**src/rtl/layer_argmax.sv**
```systemverilog
// Streaming argmax over one N-node layer: returns index/value of the largest activation per frame.
// Build option ARGMAX_SIGNED_COMPARE_EN selects a full IEEE-754 signed compare instead of raw unsigned.
module layer_argmax #(
   parameter int N  = 15,
   parameter int IW = 4
) (
   input  logic          clk,
   input  logic          rst_n,
   input  logic          in_valid,
   input  logic [31:0]   in_data,
   input  logic          in_last,
   output logic          in_ready,
   output logic          out_valid,
   input  logic          out_ready,
   output logic [IW-1:0] out_index,
   output logic [31:0]   out_value,
   output logic          len_err
);

   localparam logic [1:0] IDLE = 2'b00;
   localparam logic [1:0] ACC  = 2'b01;
   localparam logic [1:0] HOLD = 2'b10;

   // One extra bit so the element counter can hold N even when N == 2^IW.
   localparam int            CW       = IW + 1;
   localparam logic [CW-1:0] LAST_IDX = CW'(N - 1);

   logic [1:0]    r_state;
   logic [CW-1:0] r_count;
   logic [31:0]   r_best_value;
   logic [IW-1:0] r_best_index;
   logic          r_len_err;

   logic          w_xfer_in;
   logic          w_xfer_out;
   logic [CW-1:0] w_elem_idx;
   logic          w_is_nth;
   logic          w_frame_end;
   logic          w_len_err;
   logic          w_greater;

   // True when activation a ranks strictly above activation b.
   function automatic logic f_greater(input logic [31:0] a, input logic [31:0] b);
`ifdef ARGMAX_SIGNED_COMPARE_EN
      logic a_nan;
      logic b_nan;
      a_nan = (a[30:23] == 8'hFF) && (a[22:0] != 23'd0);
      b_nan = (b[30:23] == 8'hFF) && (b[22:0] != 23'd0);
      if (a_nan)
         return 1'b0;
      if (b_nan)
         return 1'b1;
      if ((a[30:0] == 31'd0) && (b[30:0] == 31'd0))
         return 1'b0;
      if (a[31] != b[31])
         return ~a[31];
      if (!a[31])
         return a[30:0] > b[30:0];
      return a[30:0] < b[30:0];
`else
      return a > b;
`endif
   endfunction

   // in_ready is gated by rst_n so it reads 0 for the whole reset interval.
   assign in_ready    = rst_n && (r_state != HOLD);
   assign out_valid   = (r_state == HOLD);
   assign out_index   = r_best_index;
   assign out_value   = r_best_value;
   assign len_err     = r_len_err;

   assign w_xfer_in   = in_valid && in_ready;
   assign w_xfer_out  = out_valid && out_ready;
   assign w_elem_idx  = (r_state == ACC) ? r_count : '0;
   assign w_is_nth    = (w_elem_idx == LAST_IDX);
   assign w_frame_end = in_last || w_is_nth;
   // A frame is well-formed only when in_last lands exactly on the Nth element.
   assign w_len_err   = w_is_nth ? ~in_last : 1'b1;
   assign w_greater   = f_greater(in_data, r_best_value);

   always_ff @(posedge clk or negedge rst_n) begin
      if (!rst_n) begin
         r_state      <= IDLE;
         r_count      <= '0;
         r_best_value <= 32'h0000_0000;
         r_best_index <= '0;
         r_len_err    <= 1'b0;
      end else begin
         case (r_state)
            IDLE: begin
               if (w_xfer_in) begin
                  r_best_value <= in_data;
                  r_best_index <= '0;
                  r_count      <= CW'(1);
                  if (w_frame_end) begin
                     r_state   <= HOLD;
                     r_len_err <= w_len_err;
                  end else begin
                     r_state   <= ACC;
                  end
               end
            end
            ACC: begin
               if (w_xfer_in) begin
                  if (w_greater) begin
                     r_best_value <= in_data;
                     r_best_index <= w_elem_idx[IW-1:0];
                  end
                  r_count <= r_count + CW'(1);
                  if (w_frame_end) begin
                     r_state   <= HOLD;
                     r_len_err <= w_len_err;
                  end
               end
            end
            HOLD: begin
               if (w_xfer_out) begin
                  r_state <= IDLE;
                  r_count <= '0;
               end
            end
            default: r_state <= IDLE;
         endcase
      end
   end

endmodule

```
**config.mk**
```make
export PLATFORM = sky130hd
export DESIGN_NAME = layer_argmax
export DESIGN_NICKNAME = d
export VERILOG_FILES = /design/src/rtl/layer_argmax.sv
export SDC_FILE = /design/constraint.sdc
export NUM_CORES = 1
export LEC_CHECK = 0
export CAP_MARGIN = 10
export CORE_ASPECT_RATIO = 1.25
export CORE_MARGIN = 2
export CORE_UTILIZATION = 53
export CTS_BUF_LIST = sky130_fd_sc_hd__clkbuf_16
export CTS_CLUSTER_DIAMETER = 80
export DETAILED_ROUTE_END_ITERATION = 7
export GPL_ROUTABILITY_DRIVEN = 1
export MAX_ROUTING_LAYER = met4
export PLACE_DENSITY = 0.9
export SKIP_CTS_REPAIR_TIMING = 1
export SLEW_MARGIN = 20
export SYNTH_ARGS = -nofsm -noshare
export SYNTH_HDL_FRONTEND = slang
export SYNTH_SLANG_ARGS = --single-unit
export TNS_END_PERCENT = 1
```
**constraint.sdc**
```tcl
create_clock -name clk -period 6.9 [get_ports clk]
set_input_delay 1.38 -clock clk [delete_from_list [all_inputs] [get_ports clk]]
set_output_delay 1.38 -clock clk [all_outputs]
set_load 0.01 [all_outputs]
```
==> metrics.yaml, run 1 <==
hold_path.class: "flop to flop"
h-tree-depth: 2
total_leakage_power_nw: 1.79
port_buffers: 75
dpl-instance-area_um2: 3720
worst_pin_slew_ns: 1.04
cts_tree: "built"
cp_data_required_time_ns: 7.12
period_share_pct: 62.2
slew_headroom_pct: 30.4
antenna_found_initial: 0
tns_ns: 0
skew_ns: 0.00218
ys_types: 38
drtPass1Iterations: 4
gp_congestion: 0.831
synth_warnings: 0
r2r_end: "out_value[26]"
fin_area_um2: 3890
setup_viol: 0
clk_latency_ns: 0.28
start_util_pct: 54.9
postLayoutCoreUtil_pct: 71.9
synth_area_leaders: "dfrtp_1, ha_1, a221o_1, o21ai_0, nand2_1"
final_max_slew_viol_count: 0
max_freq_mhz: 233
async_flop_share_pct: 100
vias_per_cell: 6.08
worstReg2RegStart: "out_value[30]"
ys_seq_area_share_pct: 37.1
overflow: 0
drive_gt1_share_pct: 5.58
grt_pass1_vias: 2782
clk_pin_slew_ns: 0.06
drt_iter0_drc: 249
worst_setup_path_end_kind: "flop"
die_w_um: 70.9
totalWireLength_mm: 7.43
syn_area_um2: 2970
grt_pass1_wl_mm: 12.5
core-area_um2: 5410
cpMaxStageDelayCell: "nor3_2"
antenna_cells: 0
track_usage_pct: 25.5
rsz0062_at_grt: "false"
final-hold-violation-count: 0
cap_violations: 0
fillers: 399
period_minus_slack_ns: 4.29
vias: 2785
peakVddDrop_uv: 237
synthCells: 322
crit_path_max_fanout: 16
cts_num_sinks: 44
worst_hold_slack_ns: 0.500
path_buf_inv: 2
clock_path_buffers: 2
syn_nets: 395
ys_seq_elements: 44
crit_path_cell_trace: "clkdlybuf4s50_1 -> ha_1 -> a21oi_1 -> nand2_1 -> a221o_1 -> a211o_1 -> nor3_2 -> buf_4 -> a221o_1"
r2r_setup_slack_ns: 3.74
min_delay_path_depth: 1
synth_top_area_share_pct: 37.1
hold_start: "out_index[0]"
die-area_um2: 6210
route.detailed.drc: 0
critPathMostFrequentCell: "a221o_1"
start_kind: "primary input"
cts-buffers-inserted: 5
path_delay_family: "compound AO/OA/AOI/OAI gates"
r2r_cells: 9
p_total_w: 0.00119
nets: 466
avgSynthCellArea_um2: 9.21
pwr_density_cell_nw_per_um2: 306
rows: 30
status: "completed"
path_class: "primary input to flop"
slowest_delay_ns: 0.86
synth_edf_count: 0
area.growth.synth_to_final_pct: 31.1
ioPinCount: 76
holdPathEnd: "out_index[0]"
grt_max_degree: 47
worstPathArrival_ns: 4.51
ant_nets: 0
cts-root-buf: "clkbuf_16"
synthFlopType: "dfrtp_1"
wl_per_cell_um: 16.2
dpl.hpwl_mm: 5.27
synth.largest_area_cell: "dfrtp_1"
die_h_um: 87.6
==> logic make-up after synthesis <==
logic type	count (synthesis)	share of synthesized area, %
AO/OA/AOI/OAI	109	26.5
adder cells (fa/ha/maj)	36	15.2
buffers and inverters	48	7.59
flip-flops	44	37.1
multiplexers	1	0.380
AND/OR/NAND/NOR	84	13.2
==> layout make-up <==
cell class,count,area [um2],share of cell area [%]
multi-input combinational,230,1650,42.4
clock inverter,3,37.5,0.966
tap,64,80.1,2.06
inverter,34,128,3.28
clock buffer,5,125,3.22
timing repair buffer,78,768,19.8
sequential,44,1100,28.3
==> report_power, final <==
part	internal [W]	switching [W]
clock	0.000168	0.0000969
sequential	0.000314	0.0000463
combinational	0.000265	0.000300
==> how the worst max path moves through the flow <==
stage,start,to,cells after the start
5_1_grt,in_data[30],out_value[17],9
6_report,in_data[30],out_value[26],9
3_3_place_gp,in_data[30],out_value[5],7
2_1_floorplan,in_data[30],out_value[23],9
4_1_cts,in_data[30],out_value[18],9
3_5_place_dp,in_data[30],out_value[18],7
==> synthesized netlist by cell type (all sizes together) (3+ instances only) <==
library cell,count
nor3,6
a22o,5
buf,7
a21oi,16
nor2,9
inv,34
dfrtp,44
ha,36
nand4,8
nand2b,3
clkbuf,7
nand2,43
a221o,33
o21ai,39
nand3,6
nor2b,3
==> layer usage <==
layer  global-route usage, %  vias up  wire length, um
met5                       -        -                0
met2                    44.1       88             3830
met3                    4.60       12              430
met4                    8.23        0              127
met1                    30.1     1344             3040
li1                        -     1341                -
==> per-stage QoR <==
step | setup WS, ns | cells
global placement | 2.42 | 450
global route | 2.39 | 458
CTS | 2.60 | 458
finish | 2.61 | 458
detailed placement | 2.34 | 450
floorplan | 3.47 | 322
==> placed cells by master (no fill, tap or decap), drive strengths merged, types with 8 or more instances in the layout <==
master,Yosys,final
dfrtp,44,44
clkdlybuf4s50,0,74
ha,36,36
a221o,33,33
o21ai,39,39
nor2,9,9
inv,34,34
nand4,8,8
a21oi,16,16
nand2,43,43
==> registers in the layout, summed over array words and instances (netlist names) <==
register,cells
len_err,1
out_value,32
r_count,5
r_state,2
out_index,4
No activity file was read; power rests on OpenSTA's default activity.
==> run 2, diff against run 1 <==
--- a/config.mk
+++ b/config.mk
@@ -8,13 +8,13 @@
 export CAP_MARGIN = 10
 export CORE_ASPECT_RATIO = 1.25
 export CORE_MARGIN = 2
-export CORE_UTILIZATION = 53
+export CORE_UTILIZATION = 50
 export CTS_BUF_LIST = sky130_fd_sc_hd__clkbuf_16
 export CTS_CLUSTER_DIAMETER = 80
 export DETAILED_ROUTE_END_ITERATION = 7
 export GPL_ROUTABILITY_DRIVEN = 1
 export MAX_ROUTING_LAYER = met4
-export PLACE_DENSITY = 0.9
+export PLACE_DENSITY = 0.85
 export SKIP_CTS_REPAIR_TIMING = 1
 export SLEW_MARGIN = 20
 export SYNTH_ARGS = -nofsm -noshare
==> constraint.sdc (replaced) <==
create_clock -name clk -period 4.22 [get_ports clk]
set_input_delay 0.844 -clock clk [delete_from_list [all_inputs] [get_ports clk]]
set_output_delay 0.844 -clock clk [all_outputs]
set_load 0.01 [all_outputs]
==> run 2 against run 1 <==
- worst setup slack worse by 2.2 ns
- critical endpoint is now out_value[24]
- clock skew is 0.0031 ns higher
- wire length grew 1.7%
==> metrics.yaml, run 2 (synthesized netlist as in run 1, its figures left out) <==
clk_latency_ns: 0.29  # about the same
setup_ws_ns: 0.447  # -2.16 ns
clock_path_buffers: 2  # unchanged
r2r_end: "out_value[24]"
final_max_slew_viol_count: 0  # unchanged
critPathMostFrequentCell: "a221o_1"
hold_path.class: "flop to flop"
critPathLaunch: "in_data[30]"
period_share_pct: 89.4
p_sw_w: 0.000731  # +65%
p_total_w: 0.00190  # +60%
route.detailed.drc: 0  # unchanged
port_buffers: 75  # unchanged
drive_gt1_share_pct: 6.30  # +0.71 points
cap_violations: 0  # unchanged
status: "completed"
hold_start: "out_index[0]"
fillers: 446  # +12%
core-area_um2: 5780  # +6.9%
r2r_cells: 9  # unchanged
crit_path_cell_trace: "clkdlybuf4s50_1 -> ha_1 -> a21oi_1 -> nand2_1 -> a221o_1 -> a211o_1 -> nor3_2 -> buf_4 -> a221o_1"
drtPass1Iterations: 4  # unchanged
final_cell_mix: "clkdlybuf4s50_1, dfrtp_1, nand2_1, o21ai_0, ha_1"
worstReg2RegStart: "out_value[30]"
worst_pin_slew_ns: 1.07  # +0.0283 ns
cts_num_sinks: 44  # unchanged
min_delay_path_depth: 1  # unchanged
total_leakage_power_nw: 1.80  # +0.86%
grt.busiest_layer: "met2"
drt_iter0_drc: 189  # -24%
cp_data_required_time_ns: 4.45  # -2.67 ns
use_met1_pct: 30.2  # +0.076 points
slew_headroom_pct: 28.5  # -1.9 points
internal_power_w: 0.00117  # +56%
track_usage_pct: 24.9  # -0.62 points
preCtsSetupSlack_ns: 0.181  # -2.15 ns
gr-usage-met2_pct: 40.8  # -3.3 points
final_common_cell: "clkdlybuf4s50_1"
rsz0062_at_grt: "false"
skew_ns: 0.00532  # +0.00314 ns
swShare_pct: 38.5  # +1.3 points
cpMaxStageDelayCell: "nor3_2"
gp_congestion: 0.857  # +3.1%
die_h_um: 90.1  # +2.8%
worst_setup_path_end_kind: "flop"
p_seq_share_pct: 31.0  # +0.7 points
ant_nets: 0  # unchanged
h-tree-depth: 2  # unchanged
clk_pin_slew_ns: 0.06  # about the same
pwr-share-comb_pct: 48.7  # +1.3 points
wl_per_cell_um: 16.3  # +0.58%
area.growth.synth_to_final_pct: 31.3
grt_max_degree: 45  # -4.3%
antenna_cells: 0  # unchanged
pwr_density_cell_nw_per_um2: 488  # +59%
slowest_delay_ns: 0.88  # +0.02 ns
period_minus_slack_ns: 3.77
largest_reg_flops: 32  # unchanged
r2r_setup_slack_ns: 1.04  # -2.70 ns
cts-buffers-inserted: 5  # unchanged
cts-root-buf: "clkbuf_16"
start_kind: "primary input"
worst_hold_slack_ns: 0.507  # +0.00790 ns
met3_usage_pct: 3.81  # -0.79 points
path_delay_family: "compound AO/OA/AOI/OAI gates"
ioPinCount: 76  # unchanged
die-area_um2: 6570  # +5.7%
nets: 469  # +0.64%
vias: 2790  # +0.18%
vias_per_cell: 6.03  # -0.90%
worstPathArrival_ns: 4.00  # -0.51 ns
antenna_found_initial: 0  # unchanged
setup_viol: 0  # unchanged
grt_pass1_wl_mm: 12.9  # +2.9%
final-hold-violation-count: 0  # unchanged
die_w_um: 72.9  # +2.8%
dpl.hpwl_mm: 5.34  # +1.3%
totalWireLength_mm: 7.56  # +1.7%
path_buf_inv: 2  # unchanged
start_util_pct: 51.3  # -3.6 points
path_class: "primary input to flop"
path_depth: 9  # unchanged
holdPathEnd: "out_index[0]"
grt_pass1_vias: 2897  # +4.1%
crit_path_max_fanout: 16  # unchanged
overflow: 0  # unchanged
max_freq_mhz: 265
peakVddDrop_uv: 324  # +36%
tns_ns: 0  # unchanged
cts_tree: "built"
rows: 31  # +3.3%
pwr-share-clk_pct: 20.3  # -2.0 points
-- run 2: cell types whose count changed in the layout (fill, tap and decap cells not counted) --
| cell | previous run | this run |
|---|---|---|
| buf_4 | 3 | 6 |
| clkinvlp_4 | 0 | 2 |
| bufinv_16 | 1 | 0 |
| clkinv_1 | 2 | 1 |
| o211a_1 | 0 | 1 |
| o211a_2 | 1 | 0 |
-- run 2: power by group through the flow --
| stage | logic, W | registers [W] | clock network (W) |
|---|---|---|---|
| after floorplan | 0.000545 | 0.000612 | 0 |
| after global placement | 0.000888 | 0.000591 | 0 |
| after detailed placement | 0.000912 | 0.000593 | 0 |
| after CTS | 0.000926 | 0.000589 | 0.000386 |
| after global routing | 0.00103 | 0.000600 | 0.000405 |
| final | 0.000924 | 0.000589 | 0.000385 |
-- run 2: metrics by stage --
step | cell area, um2 | utilization [%] | std cells
2_1_floorplan | 2970 | - | 322
4_1_cts | 3890 | 67.4 | 463
6_report | 3890 | 67.4 | 463
3_5_place_dp | 3750 | 64.9 | 455
3_3_place_gp | 3750 | 64.9 | 455
5_1_grt | 3890 | 67.4 | 463
-- run 2: worst register-to-register path, stage by stage, from the launching register on --
cell	delay (ns)
dfrtp_1	0.39
inv_1	0.07
ha_1	0.32
a21oi_1	0.16
nand2_1	0.08
a221o_1	0.34
a211o_1	0.32
nor3_2	0.88
buf_4	0.37
a221o_1	0.20
-- run 2: metal layers --
| layer | vias up | wire [um] |
|---|---|---|
| met2 | 96 | 3870 |
| li1 | 1344 | - |
| met3 | 17 | 361 |
| met4 | 0 | 181 |
| met1 | 1333 | 3150 |
| met5 | - | 0 |
-- run 2: layout make-up --
type	count	area, um2	area share, %
clock buffer	5	125	3.21
multi-input combinational	230	1650	42.3
inverter	34	128	3.28
timing repair buffer	81	791	20.3
tap	66	82.6	2.12
clock inverter	3	18.8	0.482
sequential	44	1100	28.3
-- run 2: worst max path at each step --
stage / to / slack [ns]
after global routing: out_value[24] / 0.28
after detailed placement: out_value[24] / 0.18
after floorplan: out_value[23] / 1.32
final: out_value[24] / 0.45
after CTS: out_value[24] / 0.44
after global placement: out_value[29] / 0.27
